## src/rtl/fnd_scan_ctrl.sv

```systemverilog
// fnd_scan_ctrl: accepts a 14-bit binary value, converts it to four BCD digits
// with a serial shift-add-3 engine, and time-multiplexes the digits onto a
// 4-digit FND (seven-segment) display through a BCD digit bus.
//
// Parameters:
//   SCAN_DIV     clock cycles per digit slot (2..2^20)
// Ports:
//   i_clk        system clock, rising edge
//   i_reset      asynchronous active-high reset
//   i_value      unsigned binary value to display (saturated to 9999)
//   i_valid      i_value offered for loading
//   o_ready      block accepts a value this cycle (IDLE only)
//   o_ovf        last accepted value exceeded 9999
//   o_fndSel     active-low one-hot digit enable, bit0 = ones digit
//   o_fndData    BCD digit for the enabled position
// Build option:
//   LEADING_ZERO_BLANK_EN  blank leading-zero slots (o_fndSel = 4'b1111);
//                          the ones digit is never blanked.
module fnd_scan_ctrl #(
  parameter int unsigned SCAN_DIV = 100000
) (
  input  logic        i_clk,
  input  logic        i_reset,
  input  logic [13:0] i_value,
  input  logic        i_valid,
  output logic        o_ready,
  output logic        o_ovf,
  output logic [3:0]  o_fndSel,
  output logic [3:0]  o_fndData
);

  localparam int unsigned VAL_W   = 14;
  localparam int unsigned BCD_W   = 16;
  localparam int unsigned SHIFT_W = VAL_W + BCD_W;
  localparam int unsigned BIT_W   = 4;
  localparam int unsigned CNT_W   = (SCAN_DIV > 1) ? $clog2(SCAN_DIV) : 1;
  localparam logic [VAL_W-1:0] MAX_VAL   = VAL_W'(9999);
  localparam logic [BIT_W-1:0] LAST_BIT  = BIT_W'(VAL_W - 1);
  localparam logic [CNT_W-1:0] TERM_CNT  = CNT_W'(SCAN_DIV - 1);

  typedef enum logic [1:0] {
    IDLE   = 2'd0,
    CONV   = 2'd1,
    COMMIT = 2'd2
  } stateType;

  stateType         state, stateNext;
  logic [VAL_W-1:0] binReg, binNext;
  logic [BCD_W-1:0] bcdReg, bcdNext;
  logic [BIT_W-1:0] bitCnt, bitCntNext;
  logic [BCD_W-1:0] dispReg, dispNext;
  logic             ovfNext;
  logic             readyNext;

  logic [CNT_W-1:0] scanCnt;
  logic [1:0]       scanIdx;
  logic             scanTick_c;
  logic [3:0]       curDigit_c;
  logic             blank_c;

  // Add 3 to every BCD digit that is 5 or more, ahead of the left shift.
  function automatic logic [BCD_W-1:0] addThree(input logic [BCD_W-1:0] bcd);
    logic [BCD_W-1:0] res;
    res = bcd;
    for (int d = 0; d < 4; d++) begin
      if (bcd[4*d +: 4] >= 4'd5) begin
        res[4*d +: 4] = bcd[4*d +: 4] + 4'd3;
      end
    end
    return res;
  endfunction

  // Conversion FSM state and datapath registers.
  always_ff @(posedge i_clk or posedge i_reset) begin
    if (i_reset) begin
      state   <= IDLE;
      binReg  <= '0;
      bcdReg  <= '0;
      bitCnt  <= '0;
      dispReg <= '0;
      o_ovf   <= 1'b0;
      o_ready <= 1'b1;
    end else begin
      state   <= stateNext;
      binReg  <= binNext;
      bcdReg  <= bcdNext;
      bitCnt  <= bitCntNext;
      dispReg <= dispNext;
      o_ovf   <= ovfNext;
      o_ready <= readyNext;
    end
  end

  // Next-state and datapath logic for accept / convert / commit.
  always_comb begin
    logic [SHIFT_W-1:0] shifted;
    stateNext  = state;
    binNext    = binReg;
    bcdNext    = bcdReg;
    bitCntNext = bitCnt;
    dispNext   = dispReg;
    ovfNext    = o_ovf;
    shifted    = '0;

    case (state)
      IDLE: begin
        if (i_valid && o_ready) begin
          binNext    = (i_value > MAX_VAL) ? MAX_VAL : i_value;
          ovfNext    = (i_value > MAX_VAL);
          bcdNext    = '0;
          bitCntNext = '0;
          stateNext  = CONV;
        end
      end
      CONV: begin
        shifted    = {addThree(bcdReg), binReg} << 1;
        bcdNext    = shifted[SHIFT_W-1:VAL_W];
        binNext    = shifted[VAL_W-1:0];
        bitCntNext = bitCnt + BIT_W'(1);
        if (bitCnt == LAST_BIT) begin
          stateNext = COMMIT;
        end
      end
      COMMIT: begin
        dispNext  = bcdReg;
        stateNext = IDLE;
      end
      default: begin
        stateNext = IDLE;
      end
    endcase

    // Registered ready mirrors "next state is IDLE".
    readyNext = (stateNext == IDLE);
  end

  // Prescaler and digit index, free-running independent of the FSM.
  assign scanTick_c = (scanCnt == TERM_CNT);

  always_ff @(posedge i_clk or posedge i_reset) begin
    if (i_reset) begin
      scanCnt <= '0;
      scanIdx <= '0;
    end else if (scanTick_c) begin
      scanCnt <= '0;
      scanIdx <= scanIdx + 2'd1;
    end else begin
      scanCnt <= scanCnt + CNT_W'(1);
    end
  end

  // Digit selected by the current index.
  assign curDigit_c = dispReg[{scanIdx, 2'b00} +: 4];

  // Leading-zero detection: slot blanked when it and all higher digits are 0.
`ifdef LEADING_ZERO_BLANK_EN
  always_comb begin
    blank_c = 1'b0;
    case (scanIdx)
      2'd1:    blank_c = (dispReg[15:4]  == '0);
      2'd2:    blank_c = (dispReg[15:8]  == '0);
      2'd3:    blank_c = (dispReg[15:12] == '0);
      default: blank_c = 1'b0;
    endcase
  end
`else
  assign blank_c = 1'b0;
`endif

  // Registered display drive.
  always_ff @(posedge i_clk or posedge i_reset) begin
    if (i_reset) begin
      o_fndSel  <= 4'b1110;
      o_fndData <= 4'd0;
    end else begin
      o_fndSel  <= blank_c ? 4'b1111 : ~(4'b0001 << scanIdx);
      o_fndData <= curDigit_c;
    end
  end

endmodule

```

## config.mk

```make
export PLATFORM = sky130hd
export DESIGN_NAME = fnd_scan_ctrl
export DESIGN_NICKNAME = d
export VERILOG_FILES = /design/src/rtl/fnd_scan_ctrl.sv
export SDC_FILE = /design/constraint.sdc
export NUM_CORES = 1
export LEC_CHECK = 0
export CELL_PAD_IN_SITES_DETAIL_PLACEMENT = 1
export CELL_PAD_IN_SITES_GLOBAL_PLACEMENT = 2
export CORE_ASPECT_RATIO = 2
export CORE_UTILIZATION = 40
export CTS_BUF_LIST = sky130_fd_sc_hd__clkbuf_4
export CTS_CLUSTER_DIAMETER = 200
export DETAILED_ROUTE_END_ITERATION = 7
export PLACE_DENSITY = 0.91
export SYNTH_ARGS = -nofsm -noshare
export SYNTH_HDL_FRONTEND = slang
export SYNTH_SLANG_ARGS = --single-unit
```

## constraint.sdc

```tcl
create_clock -name i_clk -period 2.7 [get_ports i_clk]
set_input_delay 0.27 -clock i_clk [delete_from_list [all_inputs] [get_ports i_clk]]
set_output_delay 0.27 -clock i_clk [all_outputs]
set_load 0.1 [all_outputs]
```

== Yosys cells after proc, flatten, opt, wreduce, memory -nomap -nowiden ==
Cells that the tools add are included.

* Bits in registers: 81
* Input bits: 17
* Output and inout port bits: 10
* Logic and storage cells: 52

* Add/sub/neg operators: 7
* $lt $le $gt $ge: 5
* Eq/ne operators: 5
* Shift-type cells: 2
* Multiplexer cells: 15
* Bitwise gates (word level): 1
* Reductions and logical operators: 6

{| class="wikitable"
|+ Operators by type and width
! cell !! count
|-
| $pmux W16 S2 || 1
|-
| $mux W14 || 2
|-
| $pmux W14 S2 || 1
|-
| $add A17 B1 Y17 const B || 1
|-
| $eq A17 B17 Y1 const B || 1
|-
| $mux W17 || 1
|-
| $ge A4 B3 Y1 const B || 4
|-
| $mux W16 || 1
|-
| $mux W4 || 4
|-
| $shiftx A16 B5 Y4 || 1
|-
| $gt A14 B14 Y1 const B || 1
|-
| $add A4 B2 Y4 const B || 3
|-
| $pmux W4 S2 || 1
|-
| $add A4 B1 Y4 const B || 1
|-
| $eq A4 B4 Y1 const B || 1
|-
| $logic_not A2 Y1 || 2
|-
| $mux W2 || 2
|-
| $not A4 Y4 || 1
|-
| $pmux W2 S2 || 1
|-
| $reduce_and A2 Y1 || 2
|-
| $shl A1 B2 Y4 const A || 1
|-
| $add A3 B2 Y3 const B || 1
|-
| $mux W3 || 1
|-
| $add A2 B1 Y2 const B || 1
|-
| 5 further kinds || 5
|}

== Longest topological paths before layout ==
Gate-level depths: netlist of run 1.

* Depth after elaboration: 4
* Gate-level depth with buffers: 6
* Gate-level depth less buffers: 6

== Worst setup path after synthesis of run 1 ==
Ideal clock, no wire load.

* Path kind: reg-to-reg
* Start point: register o_ready
* End point: register binReg[4]
* Setup time: 0.127 ns
* Arrival time: 1.917 ns
* Required time: 2.573 ns
* Setup slack: 0.656 ns
* Stages on the path, launching flop included: 7
* Path buffers: 1
* Period minus slack after synthesis: 2.044 ns
* Path through: dfstp_2 -> a21oi_1 -> nor2_1 -> inv_1 -> clkbuf_1 -> a222oi_1 -> inv_1

* Word-level cells in the longest chain between the ends: 3

{| class="wikitable"
|+ Ends and longest elaborated chain
! item !! line !! text
|-
| from (decl) || 26 || <nowiki>output logic o_ready,</nowiki>
|-
| from (signal assigned) || 90 || <nowiki>o_ready <= readyNext;</nowiki>
|-
| $logic_and A1 B1 Y1 || 107 || <nowiki>if (i_valid && o_ready) begin</nowiki>
|-
| $ne A2 B2 Y1 (no source line) || -- ||
|-
| $reduce_and A2 Y1 (no source line) || -- ||
|-
| to (signal assigned) || 85 || <nowiki>binReg <= binNext;</nowiki>
|-
| to (decl) || 48 || <nowiki>logic [VAL_W-1:0] binReg, binNext;</nowiki>
|}

No other way between the ends.
A chain may end at the register's enable or synchronous reset.

== Worst setup path in the final report of run 1 ==
* Start point: register scanCnt[0]
* End point: register scanIdx[0]

* Word-level cells in the longest chain between the ends: 1

{| class="wikitable"
|+ Ends and longest elaborated chain
! item !! line !! text
|-
| from (decl) || 55 || <nowiki>logic [CNT_W-1:0] scanCnt;</nowiki>
|-
| from (signal assigned) || 148 || <nowiki>scanCnt <= scanCnt + CNT_W'(1);</nowiki>
|-
| $eq A17 B17 Y1 || 138 || <nowiki>assign scanTick_c = (scanCnt == TERM_CNT);</nowiki>
|-
| to (signal assigned) || 146 || <nowiki>scanIdx <= scanIdx + 2'd1;</nowiki>
|-
| to (decl) || 56 || <nowiki>logic [1:0] scanIdx;</nowiki>
|}

No other way between the ends.

==> results.md, run 1 <==
* Result of the run: complete, no violations
* Instance count after placement with tap cells included at 448
* Count of different cell masters after synthesis at 42
* DRC violation count after routing at 0
* CP Capture Type: flip-flop
* Total setup buffers inserted after CTS at 0
* DRC violation total after the first TritonRoute iteration at 128
* Count of nets left with antenna violations after detail routing at 0
* Top post-synthesis cells by count: 77 x sky130_fd_sc_hd__dfrtp_1, 28 x sky130_fd_sc_hd__o21ai_0, 26 x sky130_fd_sc_hd__nand2_1, 23 x sky130_fd_sc_hd__inv_1, 18 x sky130_fd_sc_hd__nor2_1
* Overall die area at 0.00962 mm^2
* Post-synth top flop: sky130_fd_sc_hd__dfrtp_1
* Syn. warnings at 0
* Row count at 49
* Fraction of final layout cells with drive strength greater than 1 at 15.5%
* Buffer levels on the longest clock path at 2
* Hold Buf Count CTS at 0
* Max Fclk at 518 MHz
* Power Density at 1010 mW/mm^2
* Class of the tightest hold or removal check: input pin to async pin
* Leakage Power at 0.00187 uW
* Rel. slew slack at 43.2%
* TritonCTS clock tree: yes
* CTS H-tree depth at 3
* Launch point of the worst path: scanCnt[0]
* Required time worst endpoint at 3.07 ns
* Overall power after layout at 4220 uW
* Destination of the worst register-to-register timing path: scanIdx[0]
* Setup-failing EPs final at 0
* Via count of the first global-routing pass at 2760
* Crit Path Category: flip-flop to flip-flop
* Number of sinks on the clock net at 81
* Number of maximum-capacitance constraint violations at 0
* RR Startpoint: scanCnt[0]
* Antenna violations before repair at 1
* Max Fanout on Critical Path at 7
* Number of vias per cell after detailed routing at 5.64
* Min cycle time layout at 1.93 ns
* Vias post-DR at 2623
* HPWL reported at the end of detailed placement at 5890 um
* Leading area contributor after synthesis: sky130_fd_sc_hd__dfrtp_1
* Fraction of synthesis flops using an asynchronous set or reset pin at 100%
* Overflow left after global routing at 0
* Final max-slew violation count at 0
* Sequential element share of the synthesized area at 55.1%
* Slack of the critical path at 0.770 ns
* VDD IR-drop max at 536 uV
* Most frequent cell after synthesis: sky130_fd_sc_hd__dfrtp_1
* Count of state elements after synthesis at 81
* Post-synth EDFFs at 0
* Capturing instance or port of the critical path: scanIdx[0]
* Area grow syn2layout at 13.8%
* Largest net degree at the start of global routing at 49
* Fraction of synthesized cell area taken by the top area cell type at 52.3%
* Final clock skew at 0.0254 ns
* Clk slew on worst S/H paths at 0.14 ns
* Final #Nets at 389
* Startpoint type of the worst setup path: flip-flop
* Num CTS Buffers at 9
* Skew-Pair Late Insertion Delay at 0.45 ns
* Total wire length at 7930 um
* Global-route total usage across every layer at 18.4%
* Placeable core region at 0.00895 mm^2
* Pin slew with the least headroom to its limit at 0.852 ns
* Fillcell total at 985
* Die width at 69.9 um
* DR WL/cell at 17.0 um
* First-pass GRT wire length at 13700 um
* Post-route fraction of the period consumed by the critical path at 71.5%
* Cts repair resizes at 0
* Final Hold Violating Endpoints at 0
* Global placer's final weighted congestion at 0.745
* Initial core utilization at 41.2%
* Placement-stage worst setup slack at 0.698 ns
* Post-synthesis cell area at 0.00368 mm^2
* Number of buffer cells added on primary ports at 26
* Library cell used as clock root buffer: sky130_fd_sc_hd__clkbuf_4
* Pre-Repair DR Iteration Count at 4
* Data arrival time of the worst path at 2.30 ns
* RSZ-0062 raised after global routing: no
* Top cells by area, synth: sky130_fd_sc_hd__dfrtp_1 52%, sky130_fd_sc_hd__ha_1 5.1%, sky130_fd_sc_hd__o21ai_0 3.8%
* Die Ht at 138 um
* Reg2reg setup slack at 0.77 ns
* Number of top-level pins at 27
* Number of standard cells after synthesis at 326
* Count of placed standard cells in the final layout, fillers left out at 465
* TNS Setup at 0 ns
* Post-synthesis area per instance at 11.3 um^2
* Total nets after synthesis at 358
* Number of cells on the worst reg-to-reg path at 5
critical path, cell delays in order (launching register included):
cell                      delay (ns)
sky130_fd_sc_hd__dfrtp_1        0.43
sky130_fd_sc_hd__ha_1           0.25
sky130_fd_sc_hd__nand4_1        0.30
sky130_fd_sc_hd__nor4_4         0.52
sky130_fd_sc_hd__buf_4          0.24
sky130_fd_sc_hd__xnor2_1        0.12
power breakdown:
group	leakage (uW)	switching (uW)	total, uW	internal (uW)
registers	0.00104	284	1880	1590
logic	0.000754	983	1620	636
clock network	0.0000726	411	719	308
flip-flops by register name, indices dropped and copies added (netlist names), 4 cells and up:
signal     cells
bcdReg        16
binReg        14
bitCnt         4
dispReg       16
o_fndData      4
o_fndSel       4
scanCnt       17
per-stage QoR:
| step | utilization [%] | instance area (um^2) | hold WS (ns) |
|---|---|---|---|
| after floorplan | - | 3680 | 0.395 |
| after global placement | 45.3 | 4050 | 0.457 |
| after detailed placement | 45.3 | 4050 | 0.475 |
| after CTS | 46.8 | 4190 | 0.189 |
| after global routing | 46.8 | 4190 | 0.228 |
| final | 46.8 | 4190 | 0.178 |
layout make-up:
cell class,instances,area [um^2],area share (%)
sequential,81,2030,48.5
clock buffer,12,90.1,2.15
inverter,23,87.6,2.09
timing repair buffer,32,293,6.99
clock inverter,4,45.0,1.07
antenna,1,2.50,0.0597
tap,102,128,3.04
multi-input combinational,210,1510,36.1
cells in the final DEF, fill, tap and decap left out, types with 2 or more instances in the layout:
| cell | count |
|---|---|
| sky130_fd_sc_hd__clkinv_1 | 2 |
| sky130_fd_sc_hd__nor3_1 | 2 |
| sky130_fd_sc_hd__nor4_1 | 3 |
| sky130_fd_sc_hd__mux4_2 | 4 |
| sky130_fd_sc_hd__a32o_1 | 4 |
| sky130_fd_sc_hd__nand2b_1 | 6 |
| sky130_fd_sc_hd__nand3_1 | 11 |
| sky130_fd_sc_hd__o31ai_1 | 5 |
| sky130_fd_sc_hd__buf_4 | 15 |
| sky130_fd_sc_hd__a222oi_1 | 5 |
| sky130_fd_sc_hd__mux2_2 | 11 |
| sky130_fd_sc_hd__xor2_1 | 6 |
| sky130_fd_sc_hd__clkdlybuf4s50_1 | 16 |
| sky130_fd_sc_hd__dfstp_2 | 4 |
| sky130_fd_sc_hd__xnor2_1 | 16 |
| sky130_fd_sc_hd__o32ai_1 | 3 |
| sky130_fd_sc_hd__nor2b_1 | 3 |
| sky130_fd_sc_hd__clkbuf_4 | 12 |
| sky130_fd_sc_hd__o21ai_0 | 28 |
| sky130_fd_sc_hd__nor2_1 | 18 |
| sky130_fd_sc_hd__nand4_1 | 8 |
| sky130_fd_sc_hd__inv_1 | 22 |
| sky130_fd_sc_hd__dfrtp_1 | 77 |
| sky130_fd_sc_hd__ha_1 | 15 |
| sky130_fd_sc_hd__o22ai_1 | 13 |
| sky130_fd_sc_hd__a21oi_1 | 6 |
| sky130_fd_sc_hd__nand2_1 | 26 |
metal layers:
| metal | track usage [%] | part of all wire, % | vias to the layer above |
|---|---|---|---|
| met5 | 0 | 0 | - |
| met2 | 34.2 | 57 | 53 |
| li1 | - | - | 1227 |
| met1 | 19.4 | 37 | 1322 |
| met3 | 4.46 | 2.8 | 21 |
| met4 | 8.44 | 3.0 | 0 |
kinds of logic after synthesis:
group | Yosys count | share of synthesized area (%)
flops | 81 | 55.1
buf+inv | 35 | 3.77
fa+ha+maj | 15 | 5.09
xor+xnor | 22 | 5.23
simple gates | 88 | 12.5
mux | 16 | 6.08
compound gates | 69 | 12.2
how the worst min path moves through the flow:
stage,end,slack [ns],depth (start not counted)
after floorplan,binReg[13],0.40,2
after global placement,dispReg[9],0.46,2
after detailed placement,o_ovf,0.48,2
after CTS,scanCnt[14],0.19,2
after global routing,o_fndData[2],0.23,2
final,bcdReg[3],0.18,2
No activity file was read; power rests on OpenSTA's default activity.
==> run 2: changes to the inputs <==
==> constraint.sdc (replaced) <==
create_clock -name i_clk -period 1.99 [get_ports i_clk]
set_input_delay 0.199 -clock i_clk [delete_from_list [all_inputs] [get_ports i_clk]]
set_output_delay 0.199 -clock i_clk [all_outputs]
set_load 0.1 [all_outputs]
==> run 2 against run 1 <==
Register-to-register slack worse by 0.65 ns. Utilization increased by 0.69 points. Sequential share of layout area decreased by 0.61 points. Non-clock buffer count is 7 higher. Highest routed layer unchanged.
==> results.md, run 2 (synthesis gave the netlist of run 1 again) <==
* Result of the run: complete, no violations
* Number of sinks on the clock net at 81 (unchanged)
* Min cycle time layout at 1.87 ns (-0.0624 ns)
* Global-route total usage across every layer at 18.8% (+0.39 points)
* Hold Buf Count CTS at 0 (unchanged)
* Setup-failing EPs final at 0 (unchanged)
* Number of buffer cells added on primary ports at 26 (unchanged)
* CTS H-tree depth at 3 (unchanged)
* Count of nets left with antenna violations after detail routing at 0 (unchanged)
* Overall power after layout at 5810 uW (+38%)
* Clock Power Share at 17.0% (about the same)
* Cts repair resizes at 0 (unchanged)
* Number of flip-flops in the largest register at 17 (unchanged)
* Cell with the largest stage delay on the worst path: sky130_fd_sc_hd__dfrtp_1
* CP Capture Type: flip-flop
* Reported net switching power at 2300 uW (+37%)
* Skew-Pair Late Insertion Delay at 0.44 ns (about the same)
* Initial core utilization at 41.2% (unchanged)
* Crit Path Category: flip-flop to flip-flop
* Num CTS Buffers at 9 (unchanged)
* Leakage Power at 0.00190 uW (+1.9%)
* Critical path, cell by cell: ha_1 -> nand4_1 -> nor4_4 -> buf_4 -> xnor2_1
* Number of maximum-capacitance constraint violations at 0 (unchanged)
* Largest net degree at the start of global routing at 46 (-6.1%)
* Data arrival time of the worst path at 2.22 ns (-0.08 ns)
* Max Fclk at 536 MHz (+3.3%)
* Global placer's final weighted congestion at 0.780 (+4.7%)
* RR Startpoint: scanCnt[0]
* Fraction of met3 tracks used by global routing at 2.63% (-1.8 points)
* Capturing instance or port of the critical path: scanIdx[0]
* Number of top-level pins at 27 (unchanged)
* Final max-slew violation count at 0 (unchanged)
* Final clock skew at 0.0248 ns (-0.000606 ns)
* Number of buffers and inverters on the critical path at 1 (unchanged)
* Destination of the worst register-to-register timing path: scanIdx[0]
* Met1 usage at 20.1% (+0.71 points)
* Row count at 49 (unchanged)
* Number of cells on the worst reg-to-reg path at 5 (unchanged)
* TritonCTS clock tree: yes
* Biggest regs: scanCnt x17, bcdReg x16, dispReg x16
* HPWL reported at the end of detailed placement at 6130 um (+4.0%)
* Overall die area at 0.00962 mm^2 (unchanged)
* Required time worst endpoint at 2.35 ns (-0.72 ns)
* Most common cell after layout, fill and taps aside: sky130_fd_sc_hd__dfrtp_1
* Overflow left after global routing at 0 (unchanged)
* Antenna violations before repair at 0 (-1)
* Class of the tightest hold or removal check: input pin to async pin
* Area grow syn2layout at 15.4%
* CP top delay family: simple AND/OR/NAND/NOR gates
* RSZ-0062 raised after global routing: no
* Total wire length at 8200 um (+3.4%)
* Reg2reg setup slack at 0.12 ns (-0.65 ns)
* Maximum cell stage delay along the critical path at 0.44 ns (-0.08 ns)
* Number of vias per cell after detailed routing at 5.48 (-2.8%)
* Internal power at 3520 uW (+39%)
* First-pass GRT wire length at 13900 um (+1.4%)
* Total setup buffers inserted after CTS at 0 (unchanged)
* Global-route met2 utilization at 36.1% (+1.9 points)
* Logic pwr share at 39.0% (+0.6 points)
* Clk slew on worst S/H paths at 0.12 ns (-0.02 ns)
* DRC violation count after routing at 0 (unchanged)
* Placeable core region at 0.00895 mm^2 (unchanged)
* Most used routing layer: met2
* Launch point of the worst path: scanCnt[0]
* Pre-Repair DR Iteration Count at 4 (unchanged)
* Largest register by flop count: scanCnt
* Library cell used as clock root buffer: sky130_fd_sc_hd__clkbuf_4
* Commonest cells after routing, fill and taps aside: 77 x sky130_fd_sc_hd__dfrtp_1, 28 x sky130_fd_sc_hd__o21ai_0, 26 x sky130_fd_sc_hd__nand2_1, 22 x sky130_fd_sc_hd__inv_1, 22 x sky130_fd_sc_hd__buf_4
* Power Density at 1370 mW/mm^2 (+36%)
* Pin slew with the least headroom to its limit at 0.690 ns (-0.162 ns)
* Max Fanout on Critical Path at 7 (unchanged)
* VDD IR-drop max at 717 uV (+34%)
* DR WL/cell at 17.4 um (+2.1%)
* Final Hold Violating Endpoints at 0 (unchanged)
* Startpoint type of the worst setup path: flip-flop
* DRC violation total after the first TritonRoute iteration at 109 (-15%)
* Buffer levels on the longest clock path at 2 (unchanged)
* Seq pwr share at 44.0% (-0.5 points)
* Fraction of final layout cells with drive strength greater than 1 at 17.6% (+2.1 points)
* Die Ht at 138 um (unchanged)
* Number of cells on the critical path at 5 (unchanged)
* Via count of the first global-routing pass at 2765 (+0.18%)
* Post-route fraction of the period consumed by the critical path at 93.8% (+22 points)
* Rel. slew slack at 54.0% (+11 points)
* Vias post-DR at 2582 (-1.6%)
* Fraction of power spent switching nets at 39.5% (-0.29 points)
* Die width at 69.9 um (unchanged)
* TNS Setup at 0 ns (unchanged)
* Final #Nets at 396 (+1.8%)
* Antenna cells at 0 (-1)
-- run 2: routing by layer --
| layer | wire length [um] | share of wire (%) |
|---|---|---|
| met2 | 4750 | 58 |
| met4 | 161 | 2.0 |
| met5 | 0 | 0 |
| met1 | 3140 | 38 |
| met3 | 151 | 1.8 |
-- run 2: worst min path at each step --
stage | start | endpoint
floorplan | i_value[13] | binReg[13]
global placement | dispReg[5] | dispReg[5]
detailed placement | dispReg[8] | dispReg[8]
CTS | i_reset | o_fndData[0]
global route | i_reset | scanIdx[0]
finish | i_reset | dispReg[9]
-- run 2: cell type report --
type / instances / area, um^2
Multi-Input combinational cell: 210 / 1510
Clock buffer: 13 / 97.6
Timing Repair Buffer: 39 / 345
Inverter: 23 / 90.1
Sequential cell: 81 / 2040
Clock inverter: 3 / 42.5
Tap cell: 102 / 128
Fill cell: 988 / 4700
-- run 2: metrics by stage --
step	util, %	setup slack (ns)	cell area [um^2]	hold slack (ns)	instances
2_1_floorplan	-	0.0487	3690	0.324	326
3_3_place_gp	45.9	0.133	4110	0.460	455
3_5_place_dp	45.9	0.0558	4110	0.470	455
4_1_cts	47.5	0.115	4250	0.130	471
5_1_grt	47.5	0.0142	4250	0.174	471
6_report	47.5	0.123	4250	0.138	471
-- run 2: power groups by stage --
stage / Combinational (uW) / Clock (uW) / Sequential, uW
floorplan: 1320 / 0 / 2840
global placement: 2190 / 0 / 2570
detailed placement: 2290 / 0 / 2600
CTS: 2300 / 1030 / 2570
global route: 2510 / 1080 / 2630
finish: 2270 / 989 / 2560
==> run 3: changes to the inputs <==
--- a/config.mk
+++ b/config.mk
@@ -8,6 +8,7 @@
 export CELL_PAD_IN_SITES_DETAIL_PLACEMENT = 1
 export CELL_PAD_IN_SITES_GLOBAL_PLACEMENT = 2
 export CORE_ASPECT_RATIO = 2
+export CORE_MARGIN = 1
 export CORE_UTILIZATION = 40
 export CTS_BUF_LIST = sky130_fd_sc_hd__clkbuf_4
 export CTS_CLUSTER_DIAMETER = 200
==> results of run 3 <==
The final DEF is identical to that of run 2; final timing and power are the same.
